## src/rtl/ex_fwd_pkg.sv

```systemverilog
// Shared types and helpers for the EX-stage forwarding unit.
// Entry payload (rw/data) lives in parallel arrays sized by module parameters.
package ex_fwd_pkg;

    typedef struct packed {
        logic valid;
        logic regwrite;
        logic is_load;
        logic ready;
    } fwd_entry_t;

    localparam int DEF_DEPTH = 2;
    localparam int STG_IDX_W = $clog2(DEF_DEPTH + 1);

    // Width needed to number stages 1..depth with 0 meaning "no stage".
    function automatic int stg_idx_w(input int depth);
        return $clog2(depth + 1);
    endfunction

endpackage

```

## src/rtl/ex_fwd_unit_if.sv

```systemverilog
// EX-stage operand/forwarding bus between the pipeline datapath (master)
// and the forwarding unit (slave).
interface ex_fwd_unit_if #(
    parameter int DATA_W = 32,
    parameter int REG_AW = 5,
    parameter int NSRC   = 2
);
    logic                     ex_valid;
    logic                     ex_regwrite;
    logic                     ex_is_load;
    logic [REG_AW-1:0]        ex_rw;
    logic [DATA_W-1:0]        ex_alu_result;
    logic [NSRC*REG_AW-1:0]   ex_src_addr;
    logic [NSRC*DATA_W-1:0]   ex_src_rf;
    logic [DATA_W-1:0]        mem_load_data;

    logic [NSRC*DATA_W-1:0]   ex_opnd;
    logic [NSRC-1:0]          ex_fwd_hit;
    logic                     stall;
    logic                     wb_we;
    logic [REG_AW-1:0]        wb_addr;
    logic [DATA_W-1:0]        wb_data;

    modport master (
        output ex_valid, ex_regwrite, ex_is_load, ex_rw, ex_alu_result,
               ex_src_addr, ex_src_rf, mem_load_data,
        input  ex_opnd, ex_fwd_hit, stall, wb_we, wb_addr, wb_data
    );

    modport slave (
        input  ex_valid, ex_regwrite, ex_is_load, ex_rw, ex_alu_result,
               ex_src_addr, ex_src_rf, mem_load_data,
        output ex_opnd, ex_fwd_hit, stall, wb_we, wb_addr, wb_data
    );

endinterface

```

## src/rtl/ex_fwd_chan.sv

```systemverilog
// One operand channel: priority match over the in-flight stages, youngest
// (lowest-numbered) stage wins; an unready winner raises a stall request.
module ex_fwd_chan
    import ex_fwd_pkg::*;
#(
    parameter int DATA_W = 32,
    parameter int REG_AW = 5,
    parameter int DEPTH  = 2
) (
    input  logic [REG_AW-1:0] src_addr,
    input  logic [DATA_W-1:0] src_rf,
    input  fwd_entry_t        ent      [DEPTH],
    input  logic [REG_AW-1:0] ent_rw   [DEPTH],
    input  logic [DATA_W-1:0] ent_data [DEPTH],
    output logic [DATA_W-1:0] opnd,
    output logic              hit,
    output logic              stall_req
);

    localparam int IDX_W = stg_idx_w(DEPTH);

    logic [DEPTH-1:0] match;
    logic [IDX_W-1:0] win;    // winning stage number, 0 when nothing matches

    always_comb begin
        for (int s = 0; s < DEPTH; s++) begin
            match[s] = ent[s].valid && ent[s].regwrite &&
                       (ent_rw[s] == src_addr) && (src_addr != '0);
        end
    end

    always_comb begin
        win = '0;
        for (int s = DEPTH - 1; s >= 0; s--) begin
            if (match[s]) win = IDX_W'(s + 1);
        end
    end

    always_comb begin
        // NOTE: defaults first so every path assigns every output; no latch is inferred.
        opnd      = src_rf;
        hit       = 1'b0;
        stall_req = 1'b0;
        for (int s = 0; s < DEPTH; s++) begin
            if (win == IDX_W'(s + 1)) begin
                if (ent[s].ready) begin
                    opnd = ent_data[s];
                    hit  = 1'b1;
                end else begin
                    stall_req = 1'b1;
                end
            end
        end
    end

endmodule

```

## src/rtl/ex_fwd_unit.sv

```systemverilog
// EX-stage forwarding and result-tracking unit: DEPTH-stage result pipeline,
// youngest-match forwarding, load-use stall, writeback from the last stage.
// Optional EX_FWD_STALL_CNT_EN adds a 32-bit stall_cnt output.
module ex_fwd_unit
    import ex_fwd_pkg::*;
#(
    parameter int DATA_W     = 32,
    parameter int REG_AW     = 5,
    parameter int NSRC       = 2,
    parameter int DEPTH      = 2,
    parameter int LOAD_STAGE = 1
) (
    input  logic          clk,
    input  logic          rst,
    ex_fwd_unit_if.slave  bus
`ifdef EX_FWD_STALL_CNT_EN
    ,
    output logic [31:0]   stall_cnt
`endif
);

    fwd_entry_t        ent      [DEPTH];
    fwd_entry_t        ent_nxt  [DEPTH];
    logic [REG_AW-1:0] rw_q     [DEPTH];
    logic [REG_AW-1:0] rw_nxt   [DEPTH];
    logic [DATA_W-1:0] data_q   [DEPTH];
    logic [DATA_W-1:0] data_nxt [DEPTH];

    logic [NSRC-1:0]   stall_req;
    logic              admit;

    assign bus.stall = bus.ex_valid & (|stall_req);
    assign admit     = bus.ex_valid & ~bus.stall;

    always_comb begin
        ent_nxt[0]  = '0;
        rw_nxt[0]   = '0;
        data_nxt[0] = '0;
        if (admit) begin
            ent_nxt[0].valid    = 1'b1;
            ent_nxt[0].regwrite = bus.ex_regwrite;
            ent_nxt[0].is_load  = bus.ex_is_load;
            ent_nxt[0].ready    = ~bus.ex_is_load;
            rw_nxt[0]           = bus.ex_rw;
            data_nxt[0]         = bus.ex_is_load ? '0 : bus.ex_alu_result;
        end
        // Older stages shift every cycle; a stall only bubbles stage 1.
        for (int s = 1; s < DEPTH; s++) begin
            ent_nxt[s]  = ent[s-1];
            rw_nxt[s]   = rw_q[s-1];
            data_nxt[s] = data_q[s-1];
            if (s == LOAD_STAGE && ent[s-1].valid && ent[s-1].is_load) begin
                ent_nxt[s].ready = 1'b1;
                data_nxt[s]      = bus.mem_load_data;
            end
        end
    end

    always_ff @(posedge clk or posedge rst) begin
        if (rst) begin
            ent         <= '{default: '0};
            bus.wb_we   <= 1'b0;
            bus.wb_addr <= '0;
            bus.wb_data <= '0;
        end else begin
            // NOTE: non-blocking so each stage takes its neighbour's pre-edge value.
            ent         <= ent_nxt;
            bus.wb_we   <= ent_nxt[DEPTH-1].valid & ent_nxt[DEPTH-1].regwrite &
                           (rw_nxt[DEPTH-1] != '0);
            bus.wb_addr <= rw_nxt[DEPTH-1];
            bus.wb_data <= data_nxt[DEPTH-1];
        end
    end

    // NOTE: payload arrays carry no reset; every consumer is gated by the reset valid flag.
    always_ff @(posedge clk) begin
        rw_q   <= rw_nxt;
        data_q <= data_nxt;
    end

    for (genvar i = 0; i < NSRC; i++) begin : g_chan
        ex_fwd_chan #(
            .DATA_W (DATA_W),
            .REG_AW (REG_AW),
            .DEPTH  (DEPTH)
        ) u_chan (
            .src_addr  (bus.ex_src_addr[i*REG_AW +: REG_AW]),
            .src_rf    (bus.ex_src_rf[i*DATA_W +: DATA_W]),
            .ent       (ent),
            .ent_rw    (rw_q),
            .ent_data  (data_q),
            .opnd      (bus.ex_opnd[i*DATA_W +: DATA_W]),
            .hit       (bus.ex_fwd_hit[i]),
            .stall_req (stall_req[i])
        );
    end

`ifdef EX_FWD_STALL_CNT_EN
    always_ff @(posedge clk or posedge rst) begin
        if (rst) begin
            stall_cnt <= '0;
        end else if (bus.stall) begin
            stall_cnt <= stall_cnt + 32'd1;
        end
    end
`endif

endmodule

```

## src/flat_wrapper.sv

```systemverilog
// flat-port wrapper written by rule: the top's interface ports become plain ports
module ex_fwd_unit_flat import ex_fwd_pkg::*;
#(
    parameter int DATA_W     = 32,
    parameter int REG_AW     = 5,
    parameter int NSRC       = 2,
    parameter int DEPTH      = 2,
    parameter int LOAD_STAGE = 1
)
  (clk, rst, bus_ex_valid, bus_ex_regwrite, bus_ex_is_load, bus_ex_rw, bus_ex_alu_result, bus_ex_src_addr, bus_ex_src_rf, bus_mem_load_data, bus_ex_opnd, bus_ex_fwd_hit, bus_stall, bus_wb_we, bus_wb_addr, bus_wb_data);
  ex_fwd_unit_if #(.DATA_W(DATA_W), .REG_AW(REG_AW), .NSRC(NSRC)) bus_i ();
  input  logic clk;
  input  logic rst;
  input wire logic [$bits(bus_i.ex_valid)-1:0] bus_ex_valid;
  input wire logic [$bits(bus_i.ex_regwrite)-1:0] bus_ex_regwrite;
  input wire logic [$bits(bus_i.ex_is_load)-1:0] bus_ex_is_load;
  input wire logic [$bits(bus_i.ex_rw)-1:0] bus_ex_rw;
  input wire logic [$bits(bus_i.ex_alu_result)-1:0] bus_ex_alu_result;
  input wire logic [$bits(bus_i.ex_src_addr)-1:0] bus_ex_src_addr;
  input wire logic [$bits(bus_i.ex_src_rf)-1:0] bus_ex_src_rf;
  input wire logic [$bits(bus_i.mem_load_data)-1:0] bus_mem_load_data;
  output wire logic [$bits(bus_i.ex_opnd)-1:0] bus_ex_opnd;
  output wire logic [$bits(bus_i.ex_fwd_hit)-1:0] bus_ex_fwd_hit;
  output wire logic [$bits(bus_i.stall)-1:0] bus_stall;
  output wire logic [$bits(bus_i.wb_we)-1:0] bus_wb_we;
  output wire logic [$bits(bus_i.wb_addr)-1:0] bus_wb_addr;
  output wire logic [$bits(bus_i.wb_data)-1:0] bus_wb_data;
  assign bus_i.ex_valid = bus_ex_valid;
  assign bus_i.ex_regwrite = bus_ex_regwrite;
  assign bus_i.ex_is_load = bus_ex_is_load;
  assign bus_i.ex_rw = bus_ex_rw;
  assign bus_i.ex_alu_result = bus_ex_alu_result;
  assign bus_i.ex_src_addr = bus_ex_src_addr;
  assign bus_i.ex_src_rf = bus_ex_src_rf;
  assign bus_i.mem_load_data = bus_mem_load_data;
  assign bus_ex_opnd = bus_i.ex_opnd;
  assign bus_ex_fwd_hit = bus_i.ex_fwd_hit;
  assign bus_stall = bus_i.stall;
  assign bus_wb_we = bus_i.wb_we;
  assign bus_wb_addr = bus_i.wb_addr;
  assign bus_wb_data = bus_i.wb_data;
  ex_fwd_unit #(.DATA_W(DATA_W), .REG_AW(REG_AW), .NSRC(NSRC), .DEPTH(DEPTH), .LOAD_STAGE(LOAD_STAGE)) u_core (.clk(clk), .rst(rst), .bus(bus_i));
endmodule
```

## config.mk

```make
export PLATFORM = sky130hd
export DESIGN_NAME = ex_fwd_unit_flat
export DESIGN_NICKNAME = d
export VERILOG_FILES = /design/src/rtl/ex_fwd_pkg.sv /design/src/rtl/ex_fwd_unit_if.sv /design/src/rtl/ex_fwd_chan.sv /design/src/rtl/ex_fwd_unit.sv /design/src/flat_wrapper.sv
export SDC_FILE = /design/constraint.sdc
export NUM_CORES = 1
export LEC_CHECK = 0
export CORE_MARGIN = 8
export CORE_UTILIZATION = 42
export DETAILED_ROUTE_END_ITERATION = 8
export PLACE_DENSITY_LB_ADDON = 0.05
export SETUP_SLACK_MARGIN = 0.2
export SLEW_MARGIN = 40
export SYNTH_ARGS = -nofsm -noshare
export SYNTH_HDL_FRONTEND = slang
export SYNTH_SLANG_ARGS = --single-unit
```

## constraint.sdc

```tcl
create_clock -name clk -period 3.25 [get_ports clk]
set_input_delay 0.65 -clock clk [delete_from_list [all_inputs] [get_ports clk]]
set_output_delay 0.65 -clock clk [all_outputs]
set_load 0.01 [all_outputs]
```

==> results of run 1 <==
## final timing paths
kind,slack (ns),cells past startpoint,start,to
worst max-delay path,-0.12,9,bus_ex_src_addr[3],bus_ex_opnd[0]
worst min-delay path,0.44,0,u_core.ent[6]$_DFF_PP0_,u_core.ent[2]$_DFF_PP0_
worst max register to register,0.75,8,u_core.rw_nxt[3]$_SDFF_PN0_,u_core.ent[4]$_DFF_PP0_
worst min register to register,0.44,0,u_core.ent[6]$_DFF_PP0_,u_core.ent[2]$_DFF_PP0_
max in group asynchronous,1.89,3,rst,u_core.ent[0]$_DFF_PP0_
min in group asynchronous,0.70,2,rst,u_core.bus.wb_data[19]$_DFF_PP0_
## registers in the layout, summed over array words and instances, names as in the netlist
| register | flops |
|---|---|
| u_core.data_q | 64 |
| u_core.bus.wb_data | 32 |
| u_core.ent | 7 |
| u_core.bus.wb_addr | 5 |
| u_core.rw_nxt | 5 |
| u_core.rw_q | 5 |
| u_core.bus.wb_we | 1 |
## Yosys cell counts (all sizes together) (5+ instances only)
master,number
a211oi,40
buf,18
clkbuf,16
dfrtp,45
dfxtp,74
mux2,160
nand2,46
nand3,5
nor2,5
xnor2,18
## final cells by class
class,count,area share [%]
well taps,176,2.11
multi-input cells,296,31.4
inverters,4,0.144
clock buffers,24,4.72
flip-flops and latches,119,25.1
clock inverters,8,1.83
repair buffers,325,34.6
## logic make-up after synthesis
group / after synthesis
mux: 160
xor+xnor: 20
simple gates: 70
flops: 119
compound gates: 46
buf+inv: 38
## power by group through the flow
stage          Sequential (mW)  Clock [mW]  Combinational (mW)
6_report                  1.60        2.16               0.748
5_1_grt                   1.61        2.26               0.787
4_1_cts                   1.60        2.18               0.721
3_5_place_dp              1.63           0               0.658
3_3_place_gp              1.62           0               0.648
2_1_floorplan             1.63           0               0.240
## repair_timing
action / in CTS / in global routing
resized for setup: 489 / 29
hold endpoints to repair: 0 / 0
pin swaps: 18 / 15
gates cloned: 10 / 1
hold buffers: 0 / 0
buffers inserted: 22 / 3
endpoints found under the setup margin: 67 / 67
## routing by layer
metal	vias to the layer above	routed length [um]	track usage, %
met1	2453	8890	27.9
met3	29	1330	7.24
met4	0	409	8.45
li1	2260	-	-
met2	185	12100	44.9
met5	-	0	0
## stage by stage
step	setup WS, ns	instances	TNS [ns]	hold slack [ns]	power [mW]
floorplan	0.326	453	0	0.374	1.87
global placement	-0.901	883	-48.07	0.402	2.27
detailed placement	-0.948	883	-50.86	0.412	2.28
CTS	-0.0434	947	-0.771	0.424	4.50
global route	-0.153	952	-4.92	0.447	4.66
finish	-0.123	952	-3.27	0.438	4.52
## worst max-delay path, cell delays in order
cell	delay [ns]
buf_6	0.11
xnor2_4	0.16
nand3_2	0.12
or4_4	0.66
buf_6	0.19
buf_16	0.14
mux2_4	0.29
mux2_4	0.27
buf_6	0.13
==> results.md, run 1 <==
* Post-synthesis mux area share at between 30 and 40%
* # IOs at between 200 and 300
* Ys flop type: dfxtp_1
* Vias in the first global route at between 5000 and 6000
* Via Count at 4927
* Area contributors post-synth: dfxtp_1 (26%), mux2_2 (20%), dfrtp_1 (20%)
* Core ar. at approximately 13000 um2
* Largest family of logic cells by synthesized area: multiplexers
* RSZ-0062 raised after global routing: true
* EDFF count, synth at 0
* Row Count at 42
* Syn_nets at about 600
* Router iterations before antenna repair at 4
* Setup Skew at between 0.004 and 0.005 ns
* Clock transition at path regs at 0.05 ns
* Final setup margin at -0.123 ns
* Worst hold path type: flip-flop to flip-flop
* Avg Cell Area, Syn at roughly 13 um2
* Worst skew pair latency at roughly 0.4 ns
* Seq pwr share at between 30% and 40%
* Crit path max fanout at 5
* Top-area cell type share of the netlist area at a little over a quarter
* Layout cells sized above 1 at between 40% and 50%
* IO buf count at ~250
* Kind of critical path: primary input to output port
* Largest net degree at the start of global routing at 42
* Post-synthesis compound-gate area fraction at under 10%
* Synthesized flop and latch total at 119
* Residual DRC at 0
* Yosys top cell by area: dfxtp_1
* Max Cap Violations at 0
* Clock share of power at around 48%
* ANT nets after route at 0
* CTS tree: built
* Worst EP arrival at ~2.7 ns
* Lkg Pwr at roughly 4.8 nW
* Max frequency at around 0.3 GHz
* Max-slew violations at 0
* # H-tree levels at 4
* Commonest non-fill, non-tap cells in the layout: clkdlybuf4s50_1 (175), mux2_4 (99), buf_6 (87), dfxtp_1 (69), mux2_2 (61)
* Worst VDD drop at 0.000335 V
* Req. time, crit path at approximately 2.6 ns
* Warnings, synthesis at 0
* Final setup viols at 48
* Actual slew at the worst max-slew pin at around 0.74 ns
* Longest Clk Path Bufs at 2
* Count of cell types in the netlist at 33
* Post-Synthesis Cells at around 450
* Starting density of the core at 42.9%
* Layout Nets at a little over 900
* Die height at 132 um
* Iter 0 DRT Violations at ~220
* Wire per inst at 23.9 um
* Hpwl dp at approximately 14000 um
* CTS Buf Count at 17
* Rel. slew slack at just over 50%
* Ys async rst share at 37.8%
* Grt ovf at 0
* XOR/XNOR Fraction of Synth Area at under 10%
* First-pass GRT wire length at around 34000 um
* FILL cells at 850
* CTS root buf: clkbuf_16
* Multi-input combinational cell area at 3270 um2
* Psw at around 0.96 mW
* Cell Pwr Density at 434 nW/um2
* Synth Area in Simple Gates at about 5.5%
* Area grow syn2layout at 83.1%
* Comb pwr share at roughly 17%
* Drt via density at roughly 5.2
* Setup crit start kind: primary input
* Final Cell Area at 10400 um2
* Failing checks: negative setup slack
* Clock tree sinks at around 120
* Number of diodes at 0
* Die Area at about 18000 um2
* GP Congestion at between 0.8 and 0.9
* Tcrit/Tclk final at 104%
* Die W at ~130 um
* Commonest non-fill, non-tap cell in the layout: clkdlybuf4s50_1
* Register Area at 2620 um2
* CP Capture Type: output port
* Overall routed net length at between 20000 and 25000 um
* Min Tclk post-route at ~3.4 ns
* Final hold violation count at 0
* Placed Instance Area at ~8600 um2
* Gr usage total at about a quarter
* Adder-cell share of the synthesized area at 0%
* Switching Share at 21.4%
* Core Util, Final at about 80%
* Register area share after synthesis at 45.9%
* Pint at 3.55 mW
* Cell Area, Synth at ~5700 um2
* Status: finished with violations
* Initial antenna violation count at 0
(Power assumes the default switching activity.)
==> run 2, diff against run 1 <==
ABC_AREA = 0   (was not set)
==> results of run 2 <==
Same layout as run 1: the final DEF is identical, and so are final timing and power.
==> run 3, diff against run 2 <==
--- a/config.mk
+++ b/config.mk
@@ -10,4 +10,5 @@
 export CORE_UTILIZATION = 42
 export DETAILED_ROUTE_END_ITERATION = 8
+export HOLD_SLACK_MARGIN = 0.1
 export PLACE_DENSITY_LB_ADDON = 0.05
 export SETUP_SLACK_MARGIN = 0.2
==> constraint.sdc (replaced) <==
create_clock -name clk -period 3.25 [get_ports clk]
set_input_delay 0.325 -clock clk [delete_from_list [all_inputs] [get_ports clk]]
set_output_delay 0.325 -clock clk [all_outputs]
set_load 0.01 [all_outputs]
==> run 3 against run 2 <==
The flow now finishes without violations. Non-clock buffer count shrank 30. Design area shrank 9.4%. Sequential share of layout area grew 2.6 points. Wire length shrank 16%. Die area is the same. Sequential power is essentially flat. Count of clock-buffer cells in the layout shrank 5. Via count shrank 5.8%. Critical path depth shrank 1. First-iteration DRC count shrank 26%. Clock skew grew 0.0050 ns. Highest routed layer unchanged.
==> results.md, run 3 (synthesis results as in run 1) <==
* Commonest non-fill, non-tap cells in the layout: clkdlybuf4s50_1 (200), mux2_2 (102), dfxtp_1 (71), mux2_4 (58)
* First-pass GRT wire length at 30000 um (-11%)
* Residual DRC at 0 (unchanged)
* Core ar. at 13200 um2 (unchanged)
* Max Cap Violations at 0 (unchanged)
* Setup_tns at 0 ns (+3.27 ns)
* Crit path max fanout at 24 (+19)
* Worst EP arrival at 2.81 ns (+0.09 ns)
* CTS Buf Count at 17 (unchanged)
* Die height at 132 um (unchanged)
* CP Capture Type: output port
* Final Cell Area at 9430 um2 (-9.4%)
* Hpwl dp at 14000 um (-2.3%)
* Req. time, crit path at 2.92 ns (+0.32 ns)
* Max-slew violations at 0 (unchanged)
* Rel. slew slack at 56.6% (+6.2 points)
* Longest Clk Path Bufs at 2 (unchanged)
* CTS tree: built
* Area grow syn2layout at 65.9%
* Status: finished clean
* Placement Setup Slack at -0.226 ns (+0.722 ns)
* GP Congestion at 0.857 (-3.8%)
* Clock tree sinks at 119 (unchanged)
* Lkg Pwr at 4.19 nW (-12%)
* Die Area at 17500 um2 (unchanged)
* Cell Pwr Density at 429 nW/um2 (-1.0%)
* Starting density of the core at 42.9% (unchanged)
* Final setup margin at 0.119 ns (+0.243 ns)
* Final hold violation count at 0 (unchanged)
* RSZ-0062 raised after global routing: true
* # IOs at 253 (unchanged)
* Final setup viols at 0 (-100%)
* Commonest non-fill, non-tap cell in the layout: clkdlybuf4s50_1
* Drt via density at 5.03 (-2.8%)
* Via Count at 4642 (-5.8%)
* Clock transition at path regs at 0.05 ns (about the same)
* Top reg by flops: u_core.data_q
* CTS root buf: clkbuf_16
* Min Tclk post-route at 3.13 ns (-0.243 ns)
* Core Util, Final at 71.2% (-7.4 points)
* Worst VDD drop at 0.000363 V (+8.1%)
* Switching Share at 22.8% (+1.5 points)
* Max frequency at 0.319 GHz (+7.7%)
* Vias in the first global route at 5162 (-6.7%)
* Initial antenna violation count at 1 (+1)
* Tcrit/Tclk final at 96.3% (-7.5 points)
* Largest net degree at the start of global routing at 46 (+9.5%)
* Worst setup startpoint: u_core.rw_nxt[3]$_SDFF_PN0_
* Layout Nets at 881 (-3.3%)
* Setup crit start kind: flip-flop
* Router iterations before antenna repair at 4 (unchanged)
* Clock share of power at 44.6% (-3.3 points)
* Largest regs: u_core.data_q x64, u_core.bus.wb_data x32, u_core.ent x7
* Finished Layout Cells at 923 (-3.0%)
* Placed cell count at 875 (-0.91%)
* Grt ovf at 0 (unchanged)
* Row Count at 42 (unchanged)
* Worst hold path type: primary input to async pin
* ANT nets after route at 0 (unchanged)
* Placed Instance Area at 8550 um2 (-0.38%)
* CTS Hold Bufs at 0 (unchanged)
* Pint at 3.12 mW (-12%)
* # H-tree levels at 4 (unchanged)
* Kind of critical path: flip-flop to output port
* Max FFs per register at 64 (unchanged)
* Comb pwr share at 15.9% (-0.7 points)
* Psw at 0.925 mW (-4.1%)
* Worst r2r src: u_core.rw_nxt[0]$_SDFF_PN0_
* IO buf count at 252 (unchanged)
* Overall routed net length at 19200 um (-16%)
* Worst skew pair latency at 0.41 ns (about the same)
* Die W at 132 um (unchanged)
* Setup Skew at 0.00961 ns (+0.00503 ns)
* Actual slew at the worst max-slew pin at 0.652 ns (-0.0926 ns)
* Wire per inst at 20.8 um (-13%)
* Iter 0 DRT Violations at 164 (-26%)
* Gr usage total at 21.8% (-3.3 points)
* Layout cells sized above 1 at 36.6% (-12 points)
* Seq pwr share at 39.5% (+4.0 points)
==> run 3: worst max-delay path, cell delays in order (launching register included) <==
cell and delay (ns):
dfxtp_2 0.33, buf_4 0.15, xnor2_2 0.16, nand3_2 0.15, nor3_4 0.24, buf_12 0.24, mux2_2 0.36, mux2_2 0.28
clkdlybuf4s50_1 0.48
==> run 3: power by group through the flow <==
stage	clock [mW]	sequential, mW	combinational (mW)
floorplan	0	1.63	0.240
global placement	0	1.62	0.638
detailed placement	0	1.63	0.648
CTS	1.84	1.60	0.645
global route	1.91	1.61	0.687
finish	1.81	1.60	0.643
==> run 3: area by class of cell <==
cell class / instances / area [um2]
antenna: 1 / 2.50
clock buffer: 19 / 453
clock inverter: 13 / 130
fill: 1003 / 3810
inverter: 4 / 17.5
multi-input combinational: 296 / 3000
sequential: 119 / 2610
tap: 176 / 220
timing repair buffer: 295 / 3000
==> run 3: path summary, 6_finish.rpt <==
kind                                                        end  cells past startpoint  slack (ns)
worst max register to register          u_core.ent[4]$_DFF_PP0_                      7        0.96
min in group clk                        u_core.ent[2]$_DFF_PP0_                      0        0.41
worst max-delay path                            bus_ex_opnd[44]                      8        0.12
max in group asynchronous       u_core.bus.wb_addr[1]$_DFF_PP0_                      2        2.42
worst min-delay path            u_core.bus.wb_data[6]$_DFF_PP0_                      2        0.38
worst min register to register          u_core.ent[2]$_DFF_PP0_                      0        0.41
==> run 3: layer usage <==
| layer | wire (um) | vias up | GRT usage [%] | part of all wire [%] |
|---|---|---|---|---|
| li1 | - | 2197 | - | - |
| met1 | 7820 | 2250 | 24.3 | 41 |
| met2 | 9750 | 173 | 38.1 | 51 |
| met3 | 1200 | 22 | 6.71 | 6.3 |
| met4 | 433 | 0 | 8.64 | 2.3 |
| met5 | 0 | - | 0 | 0 |
==> run 3: through the flow <==
step                hold slack [ns]  total power [mW]
floorplan                     0.374              1.87
finish                        0.377              4.05
CTS                           0.407              4.08
detailed placement            0.394              2.27
global route                  0.426              4.20
global placement              0.395              2.26
==> run 3: what timing repair did <==
action | 4_1_cts | 5_1_grt
gates resized for setup | 92 | 23
hold endpoints to repair | 0 | 0
pin swaps | 3 | 3
endpoints found under the setup margin | 66 | 62
buffers inserted | 10 | 2
gates cloned | 2 | 0
